===== src/rtl/score_pkg.sv =====
// Shared score types and widths, used by the score counter and the score-to-glyph decoder.
package score_pkg;

    localparam int MAX_SCORE_W   = 4;
    localparam int WIN_SCORE_DEF = 9;

    typedef enum logic [1:0] {
        WIN_NONE,
        WIN_PLAYER,
        WIN_ENEMY
    } winner_t;

endpackage


===== src/rtl/score_cooldown_timer.sv =====
// Frame-tick counter with synchronous clear. done_o is high in the cycle that
// carries the FRAMES-th counted tick; the owner registers it if needed.
module score_cooldown_timer #(
    parameter int FRAMES = 60
) (
    input  logic clk_i,
    input  logic rst_ni,
    input  logic clear_i,
    input  logic enable_i,
    input  logic tick_i,
    output logic done_o
);

    localparam int CW = $clog2(FRAMES + 1);
    localparam logic [CW-1:0] LAST = CW'(FRAMES - 1);
    localparam logic [CW-1:0] FULL = CW'(FRAMES);

    logic [CW-1:0] count_q;

    always_ff @(posedge clk_i or negedge rst_ni) begin
        if (!rst_ni) begin
            count_q <= '0;
        end else if (clear_i) begin
            count_q <= '0;
        end else if (enable_i && tick_i && count_q != FULL) begin
            count_q <= count_q + CW'(1);
        end
    end

    assign done_o = enable_i && tick_i && !clear_i && (count_q == LAST);

endmodule


===== src/rtl/game_score_counter.sv =====
// Pong score keeper: counts goals, enforces a frame-based cooldown before each
// serve, and latches the winner once a side reaches WIN_SCORE.
module game_score_counter
    import score_pkg::*;
#(
    parameter int WIN_SCORE       = WIN_SCORE_DEF,
    parameter int COOLDOWN_FRAMES = 60
) (
    input  logic                   clk_i,
    input  logic                   rst_ni,
    input  logic                   player_goal_i,
    input  logic                   enemy_goal_i,
    input  logic                   frame_tick_i,
    input  logic                   restart_i,
    output logic [MAX_SCORE_W-1:0] player_score_o,
    output logic [MAX_SCORE_W-1:0] enemy_score_o,
    output logic                   serve_o,
    output logic                   game_over_o,
    output winner_t                winner_o,
    output logic [1:0]             state_dbg_o
);

    typedef enum logic [1:0] {
        S_PLAY      = 2'd0,
        S_COOLDOWN  = 2'd1,
        S_GAME_OVER = 2'd2
    } state_t;

    localparam logic [MAX_SCORE_W-1:0] WIN_S = MAX_SCORE_W'(WIN_SCORE);

    state_t                 state_q, state_d;
    logic [MAX_SCORE_W-1:0] player_q, player_d, enemy_q, enemy_d;
    logic [MAX_SCORE_W-1:0] player_inc, enemy_inc;
    logic                   serve_q, serve_d, over_q, over_d;
    winner_t                winner_q, winner_d;
    logic                   goal_p, goal_e;
    logic                   timer_clear, timer_done;

    // Simultaneous goals cancel each other out.
    assign goal_p     = player_goal_i & ~enemy_goal_i;
    assign goal_e     = enemy_goal_i & ~player_goal_i;
    assign player_inc = player_q + MAX_SCORE_W'(1);
    assign enemy_inc  = enemy_q + MAX_SCORE_W'(1);

    score_cooldown_timer #(
        .FRAMES (COOLDOWN_FRAMES)
    ) u_timer (
        .clk_i    (clk_i),
        .rst_ni   (rst_ni),
        .clear_i  (timer_clear),
        .enable_i (state_q == S_COOLDOWN),
        .tick_i   (frame_tick_i),
        .done_o   (timer_done)
    );

    always_ff @(posedge clk_i or negedge rst_ni) begin
        if (!rst_ni) begin
            state_q  <= S_PLAY;
            player_q <= '0;
            enemy_q  <= '0;
            serve_q  <= 1'b0;
            over_q   <= 1'b0;
            winner_q <= WIN_NONE;
        end else begin
            state_q  <= state_d;
            player_q <= player_d;
            enemy_q  <= enemy_d;
            serve_q  <= serve_d;
            over_q   <= over_d;
            winner_q <= winner_d;
        end
    end

    always_comb begin
        state_d = state_q;
        if (restart_i) begin
            state_d = S_COOLDOWN;
        end else begin
            case (state_q)
                S_PLAY: begin
                    if (goal_p) begin
                        state_d = (player_inc == WIN_S) ? S_GAME_OVER : S_COOLDOWN;
                    end else if (goal_e) begin
                        state_d = (enemy_inc == WIN_S) ? S_GAME_OVER : S_COOLDOWN;
                    end
                end
                S_COOLDOWN: begin
                    if (timer_done) state_d = S_PLAY;
                end
                S_GAME_OVER: state_d = S_GAME_OVER;
                default:     state_d = S_PLAY;
            endcase
        end
    end

    // Next values for the registered outputs; restart overrides everything.
    always_comb begin
        player_d    = player_q;
        enemy_d     = enemy_q;
        serve_d     = 1'b0;
        over_d      = over_q;
        winner_d    = winner_q;
        timer_clear = 1'b0;
        if (restart_i) begin
            player_d    = '0;
            enemy_d     = '0;
            over_d      = 1'b0;
            winner_d    = WIN_NONE;
            timer_clear = 1'b1;
        end else begin
            case (state_q)
                S_PLAY: begin
                    if (goal_p) begin
                        player_d    = player_inc;
                        timer_clear = 1'b1;
                        if (player_inc == WIN_S) begin
                            over_d   = 1'b1;
                            winner_d = WIN_PLAYER;
                        end
                    end else if (goal_e) begin
                        enemy_d     = enemy_inc;
                        timer_clear = 1'b1;
                        if (enemy_inc == WIN_S) begin
                            over_d   = 1'b1;
                            winner_d = WIN_ENEMY;
                        end
                    end
                end
                S_COOLDOWN: serve_d = timer_done;
                default: ;
            endcase
        end
    end

    assign player_score_o = player_q;
    assign enemy_score_o  = enemy_q;
    assign serve_o        = serve_q;
    assign game_over_o    = over_q;
    assign winner_o       = winner_q;
    assign state_dbg_o    = state_q;

endmodule

===== config.mk =====
export PLATFORM = sky130hd
export DESIGN_NAME = game_score_counter
export DESIGN_NICKNAME = d
export VERILOG_FILES = /design/src/rtl/score_pkg.sv /design/src/rtl/score_cooldown_timer.sv /design/src/rtl/game_score_counter.sv
export SDC_FILE = /design/constraint.sdc
export NUM_CORES = 1
export LEC_CHECK = 0
export CORE_MARGIN = 5
export CORE_UTILIZATION = 51
export DETAILED_ROUTE_END_ITERATION = 8
export PLACE_DENSITY = 0.78
export REMOVE_ABC_BUFFERS = 1
export SLEW_MARGIN = 10
export SYNTH_ARGS = -nofsm -noshare
export SYNTH_HDL_FRONTEND = slang
export SYNTH_SLANG_ARGS = --single-unit
export TNS_END_PERCENT = 10

===== constraint.sdc =====
create_clock -name clk_i -period 1.8 [get_ports clk_i]
set_input_delay 0.45 -clock clk_i [delete_from_list [all_inputs] [get_ports clk_i]]
set_output_delay 0.45 -clock clk_i [all_outputs]
set_load 0.005 [all_outputs]

* After elaboration in Yosys (flattened, before gate mapping)
Index checks and enable logic that the tools add are counted.
Operators by class: muxes and demuxes 34, equal/unequal tests 10, reduce and logical (&&, ||, !) cells 16, add/subtract/negate cells 3, bitwise gates (word level) 4
Operators with widths (count):
- 2-to-1 mux 4 bit | 7
- 2-to-1 mux 2 bit | 12
- 2-to-1 mux 1 bit | 12
- 2-to-1 mux 6 bit | 2
- adder 4 x 1 -> 4 bit, second input constant | 2
- == test 4 bit, second input constant | 2
- nonzero test 2 bit | 4
- adder 6 x 1 -> 6 bit, second input constant | 1
- == test 6 bit, second input constant | 1
- inequality test 6 bit, second input constant | 1
- case mux 2 bit (3 select lines) | 1
- nonzero test 3 bit | 2
- logical AND 1 bit | 4
- inequality test 4 bit, second input constant | 1
- AND reduction 2 bit | 2
- AND reduction 4 bit | 1
- inequality test 3 x 2 -> 1 bit, second input constant | 1
- inequality test 3 bit, second input constant | 1
- AND reduction 3 bit | 1
- bitwise AND 1 bit | 2
- == test 2 x 1 -> 1 bit, second input constant | 1
- == test 2 bit, second input constant | 1
- zero test 2 bit | 1
- inequality test 2 bit, second input constant | 1
- 2 further kinds | 3
Word-level totals: flip-flop bits (word level) 20, word-level logic and storage cells 74, output and inout bits 14, input port bits 6

* Logic depth before layout (Yosys ltp)
Gate-level depths: netlist (run 1).
depth in word-level cells 12, gate-level depth with buffers 8, depth with buffers taken out 7

* Cells and area by module
From an unflattened synthesis (run 1), not the netlist that was laid out.
Unflattened totals: cell total of the unflattened synthesis 117, area total of the unflattened synthesis 1178.6 µm²
By module, submodules not included:
- game_score_counter | area each 824.5 µm², cells each 80, seq. area each 350.3 µm², instances 1
- score_cooldown_timer | area each 354.1 µm², cells each 37, seq. area each 150.1 µm², instances 1

* Worst setup path before layout (run 1)
Ideal clock, no wire load.
path kind input to register, start input port player_goal_i, end register state_q[0], in the netlist state_dbg_o[0], slack 0.054 ns, arrival 1.628 ns, cell stages on the path 8, library setup time 0.118 ns, path buffers 1, data required time 1.682 ns, cells stage by stage inv_1 > ha_1 > nor3_1 > or2_1 > clkbuf_1 > nor4b_4 > o22ai_1 > a21o_1
Between the ends: word-level cells in the longest chain between the ends 11, elaborated cells on any way between the ends 16, classes of those cells eq/ne (2); mux (7); bitwise (3); reduce/logical (4)
Ends and longest elaborated chain:
- start: declaration | line game_score_counter.sv:11 | input logic player_goal_i,
- inverter 1 bit | line game_score_counter.sv:41 | assign goal_e = enemy_goal_i & ~player_goal_i;
- bitwise AND 1 bit | line game_score_counter.sv:41
- 2-to-1 mux 1 bit | line game_score_counter.sv:120 | end else if (goal_e) begin
- 2-to-1 mux 1 bit | line game_score_counter.sv:113 | if (goal_p) begin
- 2-to-1 mux 1 bit | line game_score_counter.sv:111 | case (state_q)
- 2-to-1 mux 1 bit | line game_score_counter.sv:104 | if (restart_i) begin
- zero test 1 bit | line score_cooldown_timer.sv:30 | assign done_o = enable_i && tick_i && !clear_i && (count_q == LAST);
- logical AND 1 bit (2 in a row) | line score_cooldown_timer.sv:30
- inequality test 3 bit (no line)
- AND reduction 2 bit (no line)
- end signal: assignment | line game_score_counter.sv:65 | state_q <= state_d;
- end: declaration | line game_score_counter.sv:31 | state_t state_q, state_d;
Several ways; a longest one is shown, not always the timed one. A chain may end at the register's enable or synchronous reset.

* Worst setup path after layout (run 1)
start register player_q[1], in the netlist player_score_o[1], end register winner_q[0], in the netlist winner_o[0]
Between the ends: word-level cells in the longest chain between the ends 4
Ends and longest elaborated chain:
- start: declaration | line game_score_counter.sv:32 | logic [MAX_SCORE_W-1:0] player_q, player_d, enemy_q, enemy_d;
- start signal: assignment | line game_score_counter.sv:66 | player_q <= player_d;
- adder 4 x 1 -> 4 bit | line game_score_counter.sv:42 | assign player_inc = player_q + MAX_SCORE_W'(1);
- == test 4 bit | line game_score_counter.sv:116 | if (player_inc == WIN_S) begin
- inequality test 3 x 2 -> 1 bit (no line)
- AND reduction 4 bit (no line)
- end signal: assignment | line game_score_counter.sv:70 | winner_q <= winner_d;
- end: declaration | line game_score_counter.sv:35 | winner_t winner_q, winner_d;
No other way between the ends.

==> results.py, run 1 <==
metrics = {
    "grt": {
        "grt_pass1_vias": 962,
        "grt_pass1_wl_mm": 4.229,
        "antenna_found_initial": 0,
        "gr-usage-all-layers_pct": 16.24,
        "grt_max_degree": 21,
        "overflow": 0,
    },
    "setup_path": {
        "cp_num_buf_inv": 2,
        "critPathKind": "flip-flop to flip-flop",
        "endpoint_kind": "flip-flop",
        "worstSetupStartpointType": "flip-flop",
        "rr_startpoint": "player_score_o[1]",
        "cpPeakStageDelay_ns": 0.44,
        "cp_max_fo": 7,
        "endpoint": "winner_o[0]",
        "crit_chain": "buf_4 > buf_6 > o211ai_1 > nor3_2 > a22o_2 > a31o_2 > a21oi_2",
        "critical_path_arrival_ns": 2.00,
        "cp_slowest_cell": "dfrtp_1",
        "reg2reg_to": "winner_o[0]",
        "crit_start": "player_score_o[1]",
        "cp_num_cells": 7,
        "worstRegToRegCells": 7,
        "cp.required_ns": 2.04,
        "crit_family": "compound AO/OA/AOI/OAI gates",
        "rrSetupSlack_ns": 0.04,
    },
    "synthesis": {
        "synth_top_area_share_pct": 43.96,
        "synth_cells": 123,
        "ys_seq_area_share_pct": 43.96,
        "synth-adder-area-share_pct": 8.791,
        "netlist_area_mm2": 0.001139,
        "yosys.area_share.simple_pct": 21.43,
        "synth_edf_count": 0,
        "synth_compound_area_share_pct": 9.780,
        "synth_largest_area_cell": "dfrtp_1",
        "synthTopCellsByArea": "dfrtp_1 44%, ha_1 8.8%, nor2_1 5.6%, xnor2_1 5.4%, inv_1 4.9%",
        "synth_top_family_by_area": "simple AND/OR/NAND/NOR gates",
        "synth.avg_cell_area_um2": 9.257,
        "synthXorXnorAreaFrac_pct": 10.00,
        "ys_top_cells_by_count": "20 x dfrtp_1, 17 x nor2_1, 15 x inv_1",
        "async_flop_share_pct": 100.0,
        "yosys_warnings": 0,
        "synth.most_common_cell": "dfrtp_1",
        "ys.flop_type": "dfrtp_1",
        "muxShareOfSynthArea_pct": 0,
        "yosysUniqueCellTypes": 30,
        "ys_seq_elements": 20,
    },
    "final_layout": {
        "fillCellCount": 169,
        "drive_above_1_share_pct": 22.01,
        "fin_nets": 174,
        "diodes": 0,
        "final_area_mm2": 0.001555,
        "area_growth_pct": 36.59,
    },
    "floorplan": {
        "die_area_mm2": 0.003278,
        "initial_core_util_pct": 52.48,
        "std_cell_rows": 17,
        "ios": 20,
        "die_h_um": 57.25,
        "core_mm2": 0.002170,
        "die_w_um": 57.25,
    },
    "sta": {
        "setup_ws_ns": 0.04080,
        "hold_viol_final": 0,
        "tightestPinTransition_ns": 0.3137,
        "drv_slew": 0,
        "rsz0062_at_grt": "true",
        "relSlewSlack_pct": 78.87,
        "fin_skew_ns": 0.003733,
        "fin_setup_tns_ns": 0,
        "hold-worst-slack_ns": 0.4644,
        "setup_viol": 0,
        "timing.fmax_ghz": 0.5684,
        "fin_crit_ns": 1.759,
        "post-route-period-util_pct": 97.73,
    },
    "clock_network": {
        "clk_path_buf_depth": 2,
        "root_buffer": "clkbuf_4",
        "cts.reportedPaths.clkPinSlew_ns": 0.12,
        "clock_sinks": 20,
        "cts_buffers": 3,
        "insertion_delay_ns": 0.30,
        "h-tree-depth": 1,
        "cts_tree": "done",
    },
    "flow_run": {
        "cap_violations": 0,
    },
    "drt": {
        "drt_iter0_drc": 18,
        "drc": 0,
        "viasPerCell": 5.171,
        "routedWlPerCell_um": 13.38,
        "ant_nets": 0,
        "routed-via-count": 967,
        "dr.pass1.iters": 4,
        "wl_mm": 2.502,
    },
    "place": {
        "gp_congestion": 0.8000,
        "dp_hpwl_mm": 1.833,
        "placed_cell_area_mm2": 0.001456,
        "io_buffers": 19,
        "dp_slack_ns": -0.5918,
    },
    "pwr": {
        "cellLeakagePower_uw": 0.0007025,
        "ir_worst_vdd_mv": 0.4255,
        "total_power_uw": 807.7,
        "power.density_mw_per_mm2": 519.3,
    },
    "hold_path": {
        "hold_path_class": "input port to async pin",
    },
    "outcome": {
        "status": "complete, no violations",
    },
}
worst register-to-register path: stages, from the launching register on:
cell and delay (ns):
dfrtp_1 0.44, buf_4 0.15, buf_6 0.11, o211ai_1 0.20, nor3_2 0.08, a22o_2 0.32
a31o_2 0.27, a21oi_2 0.13
logic make-up (layout without fill, tap and decap cells):
kind of cell,count (synthesis),count (layout)
xor gates and xnor gates,13,13
AOI/OAI and AO/OA,18,18
DFF,20,20
adders and majority gates,8,8
and+or+nand+nor,46,46
buffers and inverters,18,54
power breakdown:
| part | switching (µW) | internal (µW) |
|---|---|---|
| Sequential | 5.12 | 454 |
| Clock | 148 | 123 |
| Combinational | 43.8 | 34.1 |
per-stage QoR:
step | instances | utilization (%)
after floorplan | 120 | -
final | 187 | 71.68
after global placement | 181 | 67.13
after CTS | 186 | 69.78
after global routing | 187 | 71.68
after detailed placement | 181 | 67.13
worst min path at each step:
stage                startpoint  slack, ns  cells past startpoint               end
floorplan                rst_ni       0.15                      0  enemy_score_o[0]
global placement    game_over_o       0.50                      2       game_over_o
detailed placement  game_over_o       0.51                      2       game_over_o
CTS                      rst_ni       0.47                      2  enemy_score_o[1]
global route             rst_ni       0.48                      2  enemy_score_o[3]
finish                   rst_ni       0.46                      2  enemy_score_o[3]
layout make-up:
class / instances / area, µm² / area share [%]
Multi-Input combinational cell: 85 / 605.6 / 38.94
Sequential cell: 20 / 504.2 / 32.42
Timing Repair Buffer: 35 / 317.8 / 20.43
Inverter: 15 / 56.30 / 3.620
Clock buffer: 4 / 36.28 / 2.333
Tap cell: 28 / 35.03 / 2.253
metal layers:
layer,part of all wire (%),GRT usage [%],up-vias
met4,2.4,6.954,0
met1,45,21.56,455
met3,4.1,2.715,8
met2,48,26.10,20
met5,0,0,-
li1,-,-,484
what timing repair did:
action	in CTS	in global routing
buffers inserted	1	1
hold buffers	0	0
setup endpoints to repair	10	7
resized for setup	10	10
pin swaps	1	3
state kept, by name (all words and copies together) (netlist names):
| signal | cells |
|---|---|
| enemy_score_o | 4 |
| game_over_o | 1 |
| player_score_o | 4 |
| serve_o | 1 |
| state_dbg_o | 2 |
| u_timer.count_q | 6 |
| winner_o | 2 |
layout by cell type, fill, tap and decap left out, drive strengths merged, types with 2 or more instances in the layout:
cell type	synthesis	final
dlygate4sd2	0	4
nand4	2	2
xor2	6	6
nor3	4	4
buf	1	16
nor4	2	2
o21ai	2	2
nand2	7	7
nor4b	2	2
a21oi	7	7
dfrtp	20	20
clkdlybuf4s50	0	13
ha	8	8
nand3	6	6
a31oi	3	3
inv	15	15
dlymetal6s2s	0	2
xnor2	7	7
nor2	18	18
clkbuf	2	4
Power figures use the tool's default switching activity.
==> inputs of run 2 (changes only) <==
Settings changed: MAX_ROUTING_LAYER set to met4.
==> results of run 2 <==
No change in the layout: final DEF, timing and power equal those of run 1.
Among the figures that moved: final weighted congestion in routability-driven placement 0.8000 -> 0.8116; overall routing resource usage 16.24% -> 16.73%
==> inputs of run 3 (changes only) <==
Settings changed: SKIP_LAST_GASP set to 1.
==> results.py, run 3 (synthesis results as in run 1) <==
metrics = {
    "final_layout": {
        "final_common_cell": "dfrtp_1",
        "fillCellCount": 175,
        "area_growth_pct": 33.85,
        "fin_nets": 173,
        "layoutNonFillerInstCount": 186,
        "largest_register_ffs": 6,
        "mostFrequentLayoutCells": "18 x dfrtp_1, 17 x nor2_1, 17 x clkdlybuf4s50_1",
        "drive_above_1_share_pct": 18.35,
        "regMostFlops": "u_timer.count_q",
        "final_util_pct": 70.24,
        "diodes": 0,
    },
    "floorplan": {
        "die_w_um": 57.25,
        "ios": 20,
        "initial_core_util_pct": 52.48,
        "core_mm2": 0.002170,
        "die_area_mm2": 0.003278,
        "die_h_um": 57.25,
        "std_cell_rows": 17,
    },
    "pwr": {
        "ir_worst_vdd_mv": 0.4295,
        "cellLeakagePower_uw": 0.0006776,
        "power.density_mw_per_mm2": 528.6,
        "total_power_uw": 805.6,
    },
    "setup_path": {
        "cp_slowest_cell": "clkdlybuf4s50_1",
        "cp_num_buf_inv": 2,
        "critPathKind": "flip-flop to output pin",
        "rr_startpoint": "enemy_score_o[1]",
        "critical_path_arrival_ns": 1.37,
        "crit_family": "buffers and inverters",
        "crit_chain": "buf_4 > clkdlybuf4s50_1",
        "cp_max_fo": 4,
        "reg2reg_to": "winner_o[1]",
        "cp.required_ns": 1.35,
        "endpoint_kind": "output pin",
        "worstSetupStartpointType": "flip-flop",
        "cpPeakStageDelay_ns": 0.50,
        "worstRegToRegCells": 6,
        "rrSetupSlack_ns": 0.04,
    },
    "grt": {
        "antenna_found_initial": 0,
        "grt_pass1_wl_mm": 4.222,
        "gr-usage-all-layers_pct": 16.68,
        "grt_max_degree": 21,
        "grt_pass1_vias": 962,
        "overflow": 0,
    },
    "place": {
        "gp_congestion": 0.8116,
        "dp_slack_ns": -0.5918,
        "dpl.cell_count": 181,
        "dp_hpwl_mm": 1.833,
        "io_buffers": 19,
    },
    "clock_network": {
        "cts.reportedPaths.clkPinSlew_ns": 0.12,
        "root_buffer": "clkbuf_4",
        "cts_buffers": 3,
        "clock_sinks": 20,
        "clk_path_buf_depth": 2,
        "ctsHoldBuffers": 0,
        "cts_tree": "done",
        "insertion_delay_ns": 0.30,
        "h-tree-depth": 1,
    },
    "sta": {
        "drv_slew": 0,
        "fin_setup_tns_ns": -0.02253,
        "rsz0062_at_grt": "true",
        "fin_skew_ns": 0.004600,
        "timing.fmax_ghz": 0.5487,
        "post-route-period-util_pct": 101.3,
        "relSlewSlack_pct": 79.23,
        "setup_viol": 1,
        "tightestPinTransition_ns": 0.3083,
        "hold_viol_final": 0,
        "setup_ws_ns": -0.02253,
        "fin_crit_ns": 1.823,
    },
    "flow_run": {
        "cap_violations": 0,
    },
    "hold_path": {
        "hold_path_class": "input port to async pin",
    },
    "drt": {
        "routed-via-count": 982,
        "dr.pass1.iters": 4,
        "drt_iter0_drc": 20,
        "viasPerCell": 5.280,
        "wl_mm": 2.475,
        "routedWlPerCell_um": 13.31,
        "ant_nets": 0,
        "drc": 0,
    },
    "outcome": {
        "violations": "negative setup slack",
        "status": "complete, but fails checks",
    },
}
-- run 3: worst register-to-register path, stage by stage (launching register included) --
cell and delay, ns:
dfrtp_1 0.44, ha_1 0.23, xor2_1 0.14, nor3b_1 0.23, a22o_2 0.26, a31oi_1 0.12
a311oi_2 0.25
-- run 3: power by group --
group	switching (µW)	internal [µW]	leakage, µW
clock network	146	123	0.0000210
registers	5.10	454	0.000271
logic	43.4	34.1	0.000386
-- run 3: worst max path at each step --
stage          slack, ns  cells past startpoint               from           endpoint
2_1_floorplan       0.08                      7       enemy_goal_i        winner_o[1]
3_3_place_gp       -0.48                      8       enemy_goal_i        winner_o[1]
3_5_place_dp       -0.59                      8       enemy_goal_i        winner_o[1]
4_1_cts            -0.08                      7       enemy_goal_i        winner_o[1]
5_1_grt            -0.08                      6  player_score_o[1]        winner_o[1]
6_report           -0.02                      2  player_score_o[1]  player_score_o[1]
-- run 3: metal layers --
metal  vias up  part of all wire (%)  GRT usage, %
li1        479                     -             -
met1       472                    46         21.42
met2        25                    48         26.10
met3         6                   4.4         2.715
met4         0                   1.9         6.954
met5         -                     0             -
-- run 3: per-stage QoR --
step	cell area, µm²	hold WS (ns)
floorplan	1126	0.1544
global placement	1456	0.4970
detailed placement	1456	0.5091
CTS	1513	0.4746
global route	1524	0.4846
finish	1524	0.4672
-- run 3: layout make-up --
| class | instances | area (µm²) | share of cell area [%] |
|---|---|---|---|
| multi-input combinational | 85 | 589.3 | 38.67 |
| sequential | 20 | 503.0 | 33.00 |
| timing repair buffer | 34 | 304.0 | 19.95 |
| inverter | 15 | 56.30 | 3.695 |
| clock buffer | 4 | 36.28 | 2.381 |
| tap | 28 | 35.03 | 2.299 |
-- run 3: what timing repair did --
item | 4_1_cts | 5_1_grt
buffers inserted | 1 | 0
pin swaps | 1 | 2
setup endpoints to repair | 10 | 12
resized for setup | 4 | 5
